## config.mk

```make
export PLATFORM = sky130hd
export DESIGN_NAME = fetch_stage
export DESIGN_NICKNAME = d
export VERILOG_FILES = /design/src/rtl/fetch_pkg.sv /design/src/rtl/fetch_btb.sv /design/src/rtl/fetch_stage.sv
export SDC_FILE = /design/constraint.sdc
export NUM_CORES = 2
export LEC_CHECK = 0
export BUFFER_PORTS_ARGS = -buffer_cell sky130_fd_sc_hd__buf_4
export CAP_MARGIN = 0
export CORE_AREA = 2 2 407 207
export CTS_BUF_LIST = sky130_fd_sc_hd__clkbuf_4 sky130_fd_sc_hd__clkbuf_8 sky130_fd_sc_hd__clkbuf_16
export CTS_CLUSTER_DIAMETER = 150
export CTS_CLUSTER_SIZE = 20
export DETAILED_ROUTE_END_ITERATION = 16
export DIE_AREA = 0 0 409 209
export PLACE_DENSITY = 0.68
export SLEW_MARGIN = 40
export SYNTH_ARGS = -nofsm -noshare
export SYNTH_HDL_FRONTEND = slang
export SYNTH_HIERARCHICAL = 1
export SYNTH_SLANG_ARGS = --single-unit
```

## constraint.sdc

```tcl
create_clock -name clk -period 8.8 [get_ports clk]
set_input_delay 1.32 -clock clk [delete_from_list [all_inputs] [get_ports clk]]
set_output_delay 1.32 -clock clk [all_outputs]
set_load 0.1 [all_outputs]
```

## src/rtl/fetch_pkg.sv

```systemverilog
// Shared types and constants for the fetch stage.
// BTB entry layout, counter encodings and the IF/ID bundle.
package fetch_pkg;

  localparam int DATA_WIDTH = 32;

  localparam int BTB_WIDTH_DEF = 4;
  localparam int BTB_TAG_W = 14 - BTB_WIDTH_DEF;

  localparam logic [1:0] CTR_STRONG_NT = 2'b00;
  localparam logic [1:0] CTR_WEAK_NT = 2'b01;
  localparam logic [1:0] CTR_WEAK_TAKEN = 2'b10;
  localparam logic [1:0] CTR_STRONG_T = 2'b11;

  typedef struct packed {
    logic valid;
    logic [BTB_TAG_W-1:0] tag;
    logic [DATA_WIDTH-1:0] target;
    logic [1:0] ctr;
  } btb_entry_t;

  typedef struct packed {
    logic valid;
    logic [DATA_WIDTH-1:0] pc;
    logic [DATA_WIDTH-1:0] inst;
    logic pred_taken;
    logic [DATA_WIDTH-1:0] pred_target;
  } if_id_t;

  // Saturating 2-bit counter step toward the resolved direction.
  function automatic logic [1:0] ctr_step(
    input logic [1:0] ctr,
    input logic taken
  );
    logic [1:0] res;
    res = ctr;
    if (taken && ctr != CTR_STRONG_T)
      res = ctr + 2'd1;
    else if (!taken && ctr != CTR_STRONG_NT)
      res = ctr - 2'd1;
    return res;
  endfunction

endpackage

```

## src/rtl/fetch_btb.sv

```systemverilog
// Direct-mapped branch target buffer with 2-bit counters.
// Lookup is combinational; training lands on the clock edge.
module fetch_btb
  import fetch_pkg::*;
#(
  parameter int BTB_WIDTH = BTB_WIDTH_DEF
) (
  input  logic                  clk,
  input  logic                  rst,
  input  logic [DATA_WIDTH-1:0] lookup_pc,
  output logic                  pred_taken,
  output logic [DATA_WIDTH-1:0] pred_target,
  input  logic                  upd,
  input  logic [DATA_WIDTH-1:0] upd_pc,
  input  logic                  upd_taken,
  input  logic [DATA_WIDTH-1:0] upd_target
);

  localparam int ENTRIES = 1 << BTB_WIDTH;

  btb_entry_t entries_q [ENTRIES];

  function automatic logic [BTB_WIDTH-1:0] idx_of(
    input logic [DATA_WIDTH-1:0] pc
  );
    return pc[BTB_WIDTH+1:2];
  endfunction

  function automatic logic [BTB_TAG_W-1:0] tag_of(
    input logic [DATA_WIDTH-1:0] pc
  );
    return BTB_TAG_W'(pc[15:0] >> (BTB_WIDTH + 2));
  endfunction

  btb_entry_t rd;
  logic rd_hit;

  assign rd = entries_q[idx_of(lookup_pc)];
  assign rd_hit = rd.valid &&
                  (rd.tag == tag_of(lookup_pc));

  assign pred_taken = rd_hit && rd.ctr[1];
  assign pred_target = pred_taken ? rd.target : '0;

  logic [BTB_WIDTH-1:0] widx;
  logic [BTB_TAG_W-1:0] wtag;
  btb_entry_t cur;
  btb_entry_t wr;
  logic cur_hit;
  logic wen;

  assign widx = idx_of(upd_pc);
  assign wtag = tag_of(upd_pc);
  assign cur = entries_q[widx];
  assign cur_hit = cur.valid && (cur.tag == wtag);

  // Build the trained entry: bump a hit, allocate a taken miss.
  always_comb begin
    wr = cur;
    wen = 1'b0;
    if (upd) begin
      if (cur_hit) begin
        wen = 1'b1;
        wr.ctr = ctr_step(cur.ctr, upd_taken);
        if (upd_taken)
          wr.target = upd_target;
      end else if (upd_taken) begin
        wen = 1'b1;
        wr.valid = 1'b1;
        wr.tag = wtag;
        wr.target = upd_target;
        wr.ctr = CTR_WEAK_TAKEN;
      end
    end
  end

  // Entry array; reset clears valid and parks counters weak-not-taken.
  always_ff @(posedge clk) begin
    if (rst) begin
      for (int i = 0; i < ENTRIES; i++) begin
        entries_q[i].valid <= 1'b0;
        entries_q[i].tag <= '0;
        entries_q[i].target <= '0;
        entries_q[i].ctr <= CTR_WEAK_NT;
      end
    end else if (wen) begin
      entries_q[widx] <= wr;
    end
  end

  logic unused_bits;
  assign unused_bits = ^{lookup_pc[31:16], lookup_pc[1:0],
                         upd_pc[31:16], upd_pc[1:0]};

endmodule

```

## src/rtl/fetch_stage.sv

```systemverilog
// PC generation and IF/ID register ahead of the instruction cache.
// Redirects from EX beat every stall; the BTB steers sequential fetch.
module fetch_stage
  import fetch_pkg::*;
#(
  parameter logic [31:0] RESET_PC = 32'h0000_0000,
  parameter int BTB_WIDTH = 4
) (
  input  logic                  clk,
  input  logic                  rst,
  output logic [DATA_WIDTH-1:0] fetch_pc,
  output logic                  predict_fail,
  input  logic [DATA_WIDTH-1:0] icache_inst,
  input  logic                  icache_stall,
  input  logic                  id_stall,
  input  logic                  ex_redirect,
  input  logic [DATA_WIDTH-1:0] ex_redirect_pc,
  input  logic                  ex_bp_update,
  input  logic [DATA_WIDTH-1:0] ex_bp_pc,
  input  logic                  ex_bp_taken,
  input  logic [DATA_WIDTH-1:0] ex_bp_target,
  output logic                  if_id_valid,
  output logic [DATA_WIDTH-1:0] if_id_pc,
  output logic [DATA_WIDTH-1:0] if_id_inst,
  output logic                  if_id_pred_taken,
  output logic [DATA_WIDTH-1:0] if_id_pred_target
);

  logic [DATA_WIDTH-1:0] pc_q;
  logic [DATA_WIDTH-1:0] pc_d;
  logic bp_taken;
  logic [DATA_WIDTH-1:0] bp_target;
  logic stall;
  if_id_t if_id_q;

  fetch_btb #(
    .BTB_WIDTH(BTB_WIDTH)
  ) u_btb (
    .clk        (clk),
    .rst        (rst),
    .lookup_pc  (pc_q),
    .pred_taken (bp_taken),
    .pred_target(bp_target),
    .upd        (ex_bp_update),
    .upd_pc     (ex_bp_pc),
    .upd_taken  (ex_bp_taken),
    .upd_target (ex_bp_target)
  );

  assign stall = icache_stall || id_stall;
  assign fetch_pc = pc_q;
  assign predict_fail = ex_redirect;

  // Next-PC select: redirect, hold, predicted target, sequential.
  always_comb begin
    pc_d = pc_q + 32'd4;
    if (ex_redirect)
      pc_d = ex_redirect_pc;
    else if (stall)
      pc_d = pc_q;
    else if (bp_taken)
      pc_d = bp_target;
  end

  // Fetch PC register.
  always_ff @(posedge clk) begin
    if (rst)
      pc_q <= RESET_PC;
    else
      pc_q <= pc_d;
  end

  // IF/ID: flush, hold on decode stall, bubble on miss, else capture.
  always_ff @(posedge clk) begin
    if (rst || ex_redirect) begin
      if_id_q <= '0;
    end else if (id_stall) begin
      if_id_q <= if_id_q;
    end else if (icache_stall) begin
      if_id_q <= '0;
    end else begin
      if_id_q.valid <= 1'b1;
      if_id_q.pc <= pc_q;
      if_id_q.inst <= icache_inst;
      if_id_q.pred_taken <= bp_taken;
      if_id_q.pred_target <= bp_target;
    end
  end

  assign if_id_valid = if_id_q.valid;
  assign if_id_pc = if_id_q.pc;
  assign if_id_inst = if_id_q.inst;
  assign if_id_pred_taken = if_id_q.pred_taken;
  assign if_id_pred_target = if_id_q.pred_target;

endmodule

```

==> Word level (Yosys, flattened, before mapping) <==
Memories as Yosys holds them, arrays and structs flattened. A register that Yosys moved wholly into a read port is not among the register bits.
Cells that the tools add are included.
{ "word_totals": {"latch_bits": 0, "output_inout_bits": 131, "inputBits": 135, "register_bits": 130, "ram_bits": 720, "mem_count": 1, "wordCells": 49, "rom_bits": 0} }
{ "mem_list": {"columns": ["memory", "words", "width", "rd", "rd_clocked_by_memory_dff", "write_ports", "line_no", "source"], "rows": [
  ["u_btb.entries_q", 16, 45, 2, 1, 16, "fetch_btb.sv:21", "btb_entry_t entries_q [ENTRIES];"]
]} }
{ "classes": {"multipliers": 0, "mux": 25, "n_reduce_logical": 10, "n_lt_le_gt_ge": 0, "n_eq_ne": 4, "n_bitwise": 0, "add_sub_neg": 3, "div": 0, "shifts": 0} }
{ "op_table": {"columns": ["op", "count"], "rows": [
  ["$mux W32", 5],
  ["$mux W45", 3],
  ["$mux W98", 1],
  ["$reduce_or A45 Y1", 1],
  ["$mux W34", 1],
  ["$add A32 B3 Y32 const B", 1],
  ["$eq A10 B10 Y1", 2],
  ["$mux W4", 3],
  ["$mux W11", 1],
  ["$mux W1", 9],
  ["$logic_and A1 B1 Y1", 5],
  ["$mux W2", 2],
  ["$ne A2 B2 Y1 const B", 2],
  ["$add A2 B1 Y2 const B", 1],
  ["$logic_or A1 B1 Y1", 2],
  ["$reduce_bool A2 Y1", 1],
  ["$sub A2 B1 Y2 const B", 1],
  ["$logic_not A1 Y1", 1]
]} }

==> Logic depth before layout (Yosys ltp) <==
An unclocked memory read counts as a cell.
{ "logic_depth": {"depth_word": 10, "ltp_mapped": 17, "depth_no_buf": 12} }

==> Cells and area by module <==
The synthesis kept the hierarchy.
{ "modules_own_cells": {"columns": ["module", "seq_area_each_um2", "cells_per_inst", "area_per_inst_um2", "instances"], "rows": [
  ["fetch_btb", 21620.7, 2444, 37654.9, 1],
  ["fetch_stage", 2602.5, 639, 5525.3, 1]
]} }

==> Worst setup path after synthesis <==
OpenSTA, ideal clock, no wires.
{ "synth_timing": {"kind": "reg2reg", "from": "register pc_q[2], in the netlist fetch_pc[2]", "to": "register pc_q[17], in the netlist fetch_pc[17]", "t_arrival_ns": 5.039, "setup_time_ns": 0.079, "n_path_buf": 4, "path_slack_ns": 3.681, "period_less_slack_ns": 5.119, "t_required_ns": 8.721, "path_stages_with_launch": 15, "cell_sequence": "dfxtp_1 clkbuf_1 buf_1 mux4_2 mux4_2 xor2_1 nor4_1 nand3_1 clkbuf_1 inv_1 inv_1 buf_4 nor3_1 nand2_1 o221ai_2"} }
{ "synth_via": {"elab_chain_len": 4} }
{ "synth_rtl": {"columns": ["item", "line_no", "source"], "rows": [
  ["start, declared", "fetch_stage.sv:29", "logic [DATA_WIDTH-1:0] pc_q;"],
  ["start signal, assigned", "fetch_stage.sv:70", "pc_q <= pc_d;"],
  ["$add A32 B3 Y32", "fetch_stage.sv:56", "pc_d = pc_q + 32'd4;"],
  ["$mux W32", "fetch_stage.sv:61", "else if (bp_taken)"],
  ["$mux W32", "fetch_stage.sv:59", "else if (stall)"],
  ["$mux W32", "fetch_stage.sv:57", "if (ex_redirect)"]
]} }
No other way between the ends. The select of a mux whose other input is x is not followed.
A chain may end at the register's enable or synchronous reset.

==> metrics.log <==
INFO  metric hold_class = reg2reg
INFO  metric synthesis.area = between 40000 and 50000 um^2
INFO  metric cts_tree = done
INFO  metric worst_flop_to_flop_path_startpoint = u_btb/entries_q[4][37]
INFO  metric cp_slowest_cell = sky130_fd_sc_hd__nand2b_4
INFO  metric worst_path_largest_cell_delay = around 0.65 ns
INFO  metric worstMarginPinSlew = 0.966 ns
INFO  metric timing_max_transition_violations_final = 0
INFO  metric critical_path.n_buffers_inverters = 4
INFO  metric worstRegToRegCells = 10
INFO  metric finalWirelength = between 100000 and 150000 um
INFO  metric core_region_area = 82500 um^2
INFO  metric cts_buffer_depth = 3
INFO  metric std_cell_rows = 75
INFO  metric p_per_area = 173 nW/um^2
INFO  metric initial_antenna_violation_count = 3
INFO  metric tritoncts.num_buffers = 48
INFO  metric first_global_vias = slightly below 30000
INFO  metric drt_pre_antenna_iters = 6
INFO  metric met1Wirelength = 52300 um
INFO  metric synth_top_area_share = between 50 and 60%
INFO  metric worstPathRequired = 9.11 ns
INFO  metric netlist_instances = 3083
INFO  metric starting_density = 52.3%
INFO  metric design.die.area = ~85000 um^2
INFO  metric post-route-cell-area = 47800 um^2
INFO  metric synth-edff-count = ~700
INFO  metric synth_warnings = 6
INFO  metric clkLatencyLatePin = about 0.65 ns
INFO  metric top_signal_layer_used = met5
INFO  metric power.static_leakage = between 15 and 20 nW
INFO  metric clk_transition_reported_paths = around 0.09 ns
INFO  metric finalWeightedCongestion = roughly 0.9
INFO  metric crit_path_start_kind = input pin
INFO  metric area_growth_from_synthesis_to_layout = 10.7%
INFO  metric grt.overflow.total = 0
INFO  metric met2_length = 60900 um
INFO  metric postPlaceCellArea = 46100 um^2
INFO  metric timing_worst_setup_path_type = in2reg
INFO  metric syn-mean-instance-area = 14.0 um^2
INFO  metric most_used_flip_flop_cell_after_synthesis = sky130_fd_sc_hd__edfxtp_1
INFO  metric avgRoutedWirePerCell = roughly 33 um
INFO  metric crit_family = buffers and inverters
INFO  metric clock-sinks = 850
INFO  metric rr_endpoint = u_btb/entries_q[12][26]
INFO  metric final_antenna_net_count = 0
INFO  metric worstHoldPathCells = 2
INFO  metric synth.top_cells.by_count = sky130_fd_sc_hd__edfxtp_1 (720), sky130_fd_sc_hd__nor2_1 (668), sky130_fd_sc_hd__mux4_2 (412)
INFO  metric ir_drop = 0.166 mV
INFO  metric clock_skew = 0.0346 ns
INFO  metric maxCapViolCount = 0
INFO  metric min_clock_period_post_route = 6.03 ns
INFO  metric timing.slew.headroom = 35.6%
INFO  metric hp-start = if_id_valid
INFO  metric netlist_top_cells_area = sky130_fd_sc_hd__edfxtp_1 (50%), sky130_fd_sc_hd__mux4_2 (21%), sky130_fd_sc_hd__dfxtp_1 (6.0%), sky130_fd_sc_hd__nor2_1 (5.8%), sky130_fd_sc_hd__a21oi_1 (2.1%)
INFO  metric reg2reg_slack = 3.89 ns
INFO  metric finalSetupViolCount = 0
INFO  metric dr.first_iter.drc_count = ~5000
INFO  metric layout_worst_path_cycle_share = between 60% and 70%
INFO  metric final-hold-violation-count = 0
INFO  metric dr_wl_met3 = 22200 um
INFO  metric avgViaCountPerCell = ~7
INFO  metric htreeDepth = 2
INFO  metric critical_path_peak_fanout = 102
INFO  metric die-height = 209 um
INFO  metric timing.critical_path.arrival = 6.35 ns
INFO  metric cts_setup_buffers = 0
INFO  metric path_cells = buf_8 -> buf_12 -> mux4_2 -> mux2i_1 -> a21oi_1 -> xor2_1 -> a31o_2 -> a211oi_4 -> buf_4 -> o21ai_4 -> nand2b_4 -> buf_4
INFO  metric synth_top_cell_by_area = sky130_fd_sc_hd__edfxtp_1
INFO  metric grt_pass1_wl = 202000 um
INFO  metric postSynthNetCount = 3221
INFO  metric number_of_fillers_in_the_final_layout = 6393
INFO  metric grt_max_degree = 103
INFO  metric synth_async_sr_flop_share = 0%
INFO  metric setup_tns = 0 ns
INFO  metric cts.repair.resized = 0
INFO  metric run_status = finished, final reports clean
INFO  metric critical_path_most_common_cell = sky130_fd_sc_hd__buf_4
INFO  metric remaining_drc_errors = 0
INFO  metric port-buffer-count = 247
INFO  metric die-width = 409 um
INFO  metric synth-seq-area-share = 56.1%
INFO  metric via_count = ~30000
INFO  metric dpl.hpwl = 81900 um
INFO  metric globalRouteTotalUtil = 32.3%
INFO  metric nNetsFinal = 3285
INFO  metric yosys.cell_types.count = 79
INFO  metric synth.ff_latch_count = 850
INFO  metric clock-root-buffer = sky130_fd_sc_hd__clkbuf_16
INFO  metric worstHoldEndpoint = if_id_valid
INFO  metric maxClockFrequency = approximately 170 MHz
INFO  metric holdBufCountCts = 0
INFO  metric share_of_cells_above_drive_strength_1 = 28.9%
INFO  metric timing.critical_path.to_type = flop
INFO  metric grt_setup_unrepaired = no
INFO  metric synth.most_common_cell = sky130_fd_sc_hd__edfxtp_1
INFO  metric top_level_ports = around 270
worst register-to-register path: stages (launching register included):
cell	delay, ns
sky130_fd_sc_hd__edfxtp_1	0.42
sky130_fd_sc_hd__mux4_2	0.48
sky130_fd_sc_hd__mux2i_2	0.32
sky130_fd_sc_hd__xor2_1	0.43
sky130_fd_sc_hd__nand4b_1	0.31
sky130_fd_sc_hd__a31o_2	0.41
sky130_fd_sc_hd__a211oi_4	0.38
sky130_fd_sc_hd__buf_4	0.57
sky130_fd_sc_hd__o21ai_4	0.15
sky130_fd_sc_hd__nand2b_4	0.65
sky130_fd_sc_hd__buf_4	0.45
worst max-delay path by stage:
| stage | from | slack (ns) | endpoint | cells after the start |
|---|---|---|---|---|
| final | ex_bp_pc[3] | 2.77 | u_btb/entries_q[12][26] | 12 |
| after global placement | ex_bp_pc[3] | 2.36 | u_btb/entries_q[10][24] | 12 |
| after detailed placement | ex_bp_pc[3] | 2.24 | u_btb/entries_q[12][31] | 12 |
| after floorplan | fetch_pc[2] | 3.68 | fetch_pc[17] | 14 |
| after global routing | ex_bp_pc[3] | 2.67 | u_btb/entries_q[12][31] | 12 |
| after CTS | ex_bp_pc[3] | 2.90 | u_btb/entries_q[12][28] | 12 |
power by group:
group / internal (W) / switching, W
Sequential: 0.00449 / 0.0000998
Clock: 0.00107 / 0.00134
Combinational: 0.000490 / 0.000798
metal layers:
layer / GRT usage [%] / up-vias
met5: 0 / -
met4: 8.44 / 2
met3: 10.3 / 292
met2: 46.7 / 2366
met1: 47.7 / 15284
li1: - / 11993
placed cells by master, fill, tap and decap left out, drive strengths merged, types with 13 or more instances in the layout:
cell | netlist | layout
nand2b | 39 | 39
clkbuf | 151 | 65
edfxtp | 720 | 720
o211ai | 17 | 17
dfxtp | 130 | 130
buf | 150 | 316
nor3 | 48 | 48
nor2 | 668 | 668
xor2 | 27 | 27
nand3 | 31 | 31
mux2 | 20 | 20
inv | 28 | 30
mux2i | 73 | 73
a21oi | 181 | 181
nand2 | 68 | 68
o21ai | 39 | 39
nor2b | 38 | 38
nand4 | 13 | 13
o22ai | 22 | 22
a22oi | 102 | 102
mux4 | 412 | 412
cells by family (layout without fill, tap and decap cells):
family / after synthesis / in the layout / synth area share [%]
compound gates: 412 / 412 / 6.48
xor+xnor: 38 / 38 / 0.771
fa+ha+maj: 3 / 3 / 0.0869
buf+inv: 331 / 411 / 3.47
flops: 850 / 850 / 56.1
mux: 505 / 505 / 23.7
other cells: 0 / 2 / 0
simple gates: 944 / 944 / 9.39
per-stage QoR:
| stage | setup WS (ns) | std cells | hold WS [ns] | power (W) | utilization [%] |
|---|---|---|---|---|---|
| after floorplan | 3.68 | 3083 | 0.910 | 0.00548 | - |
| after global placement | 2.36 | 4205 | 0.457 | 0.00585 | 55.5 |
| final | 2.77 | 4281 | 0.481 | 0.00829 | 58.0 |
| after detailed placement | 2.24 | 4211 | 0.462 | 0.00592 | 55.9 |
| after global routing | 2.67 | 4279 | 0.492 | 0.00851 | 57.9 |
| after CTS | 2.90 | 4277 | 0.476 | 0.00825 | 57.6 |
area by class of cell:
| type | instances | area (um^2) | area share, % |
|---|---|---|---|
| repair buffers | 317 | 2730 | 5.70 |
| flip-flops and latches | 850 | 24200 | 50.7 |
| multi-input cells | 1902 | 18000 | 37.6 |
| clock inverters | 2 | 31.3 | 0.0654 |
| clock buffers | 64 | 1340 | 2.80 |
| diodes | 2 | 5.00 | 0.0105 |
| inverters | 28 | 105 | 0.220 |
| well taps | 1116 | 1400 | 2.92 |
sequential cells by signal, summed over array words and instances, names as in the netlist:
register,flops
fetch_pc,32
if_id_pred_taken,1
if_id_pred_target,32
if_id_pc,32
u_btb/entries_q,720
if_id_valid,1
if_id_inst,32
(Power assumes the default switching activity.)
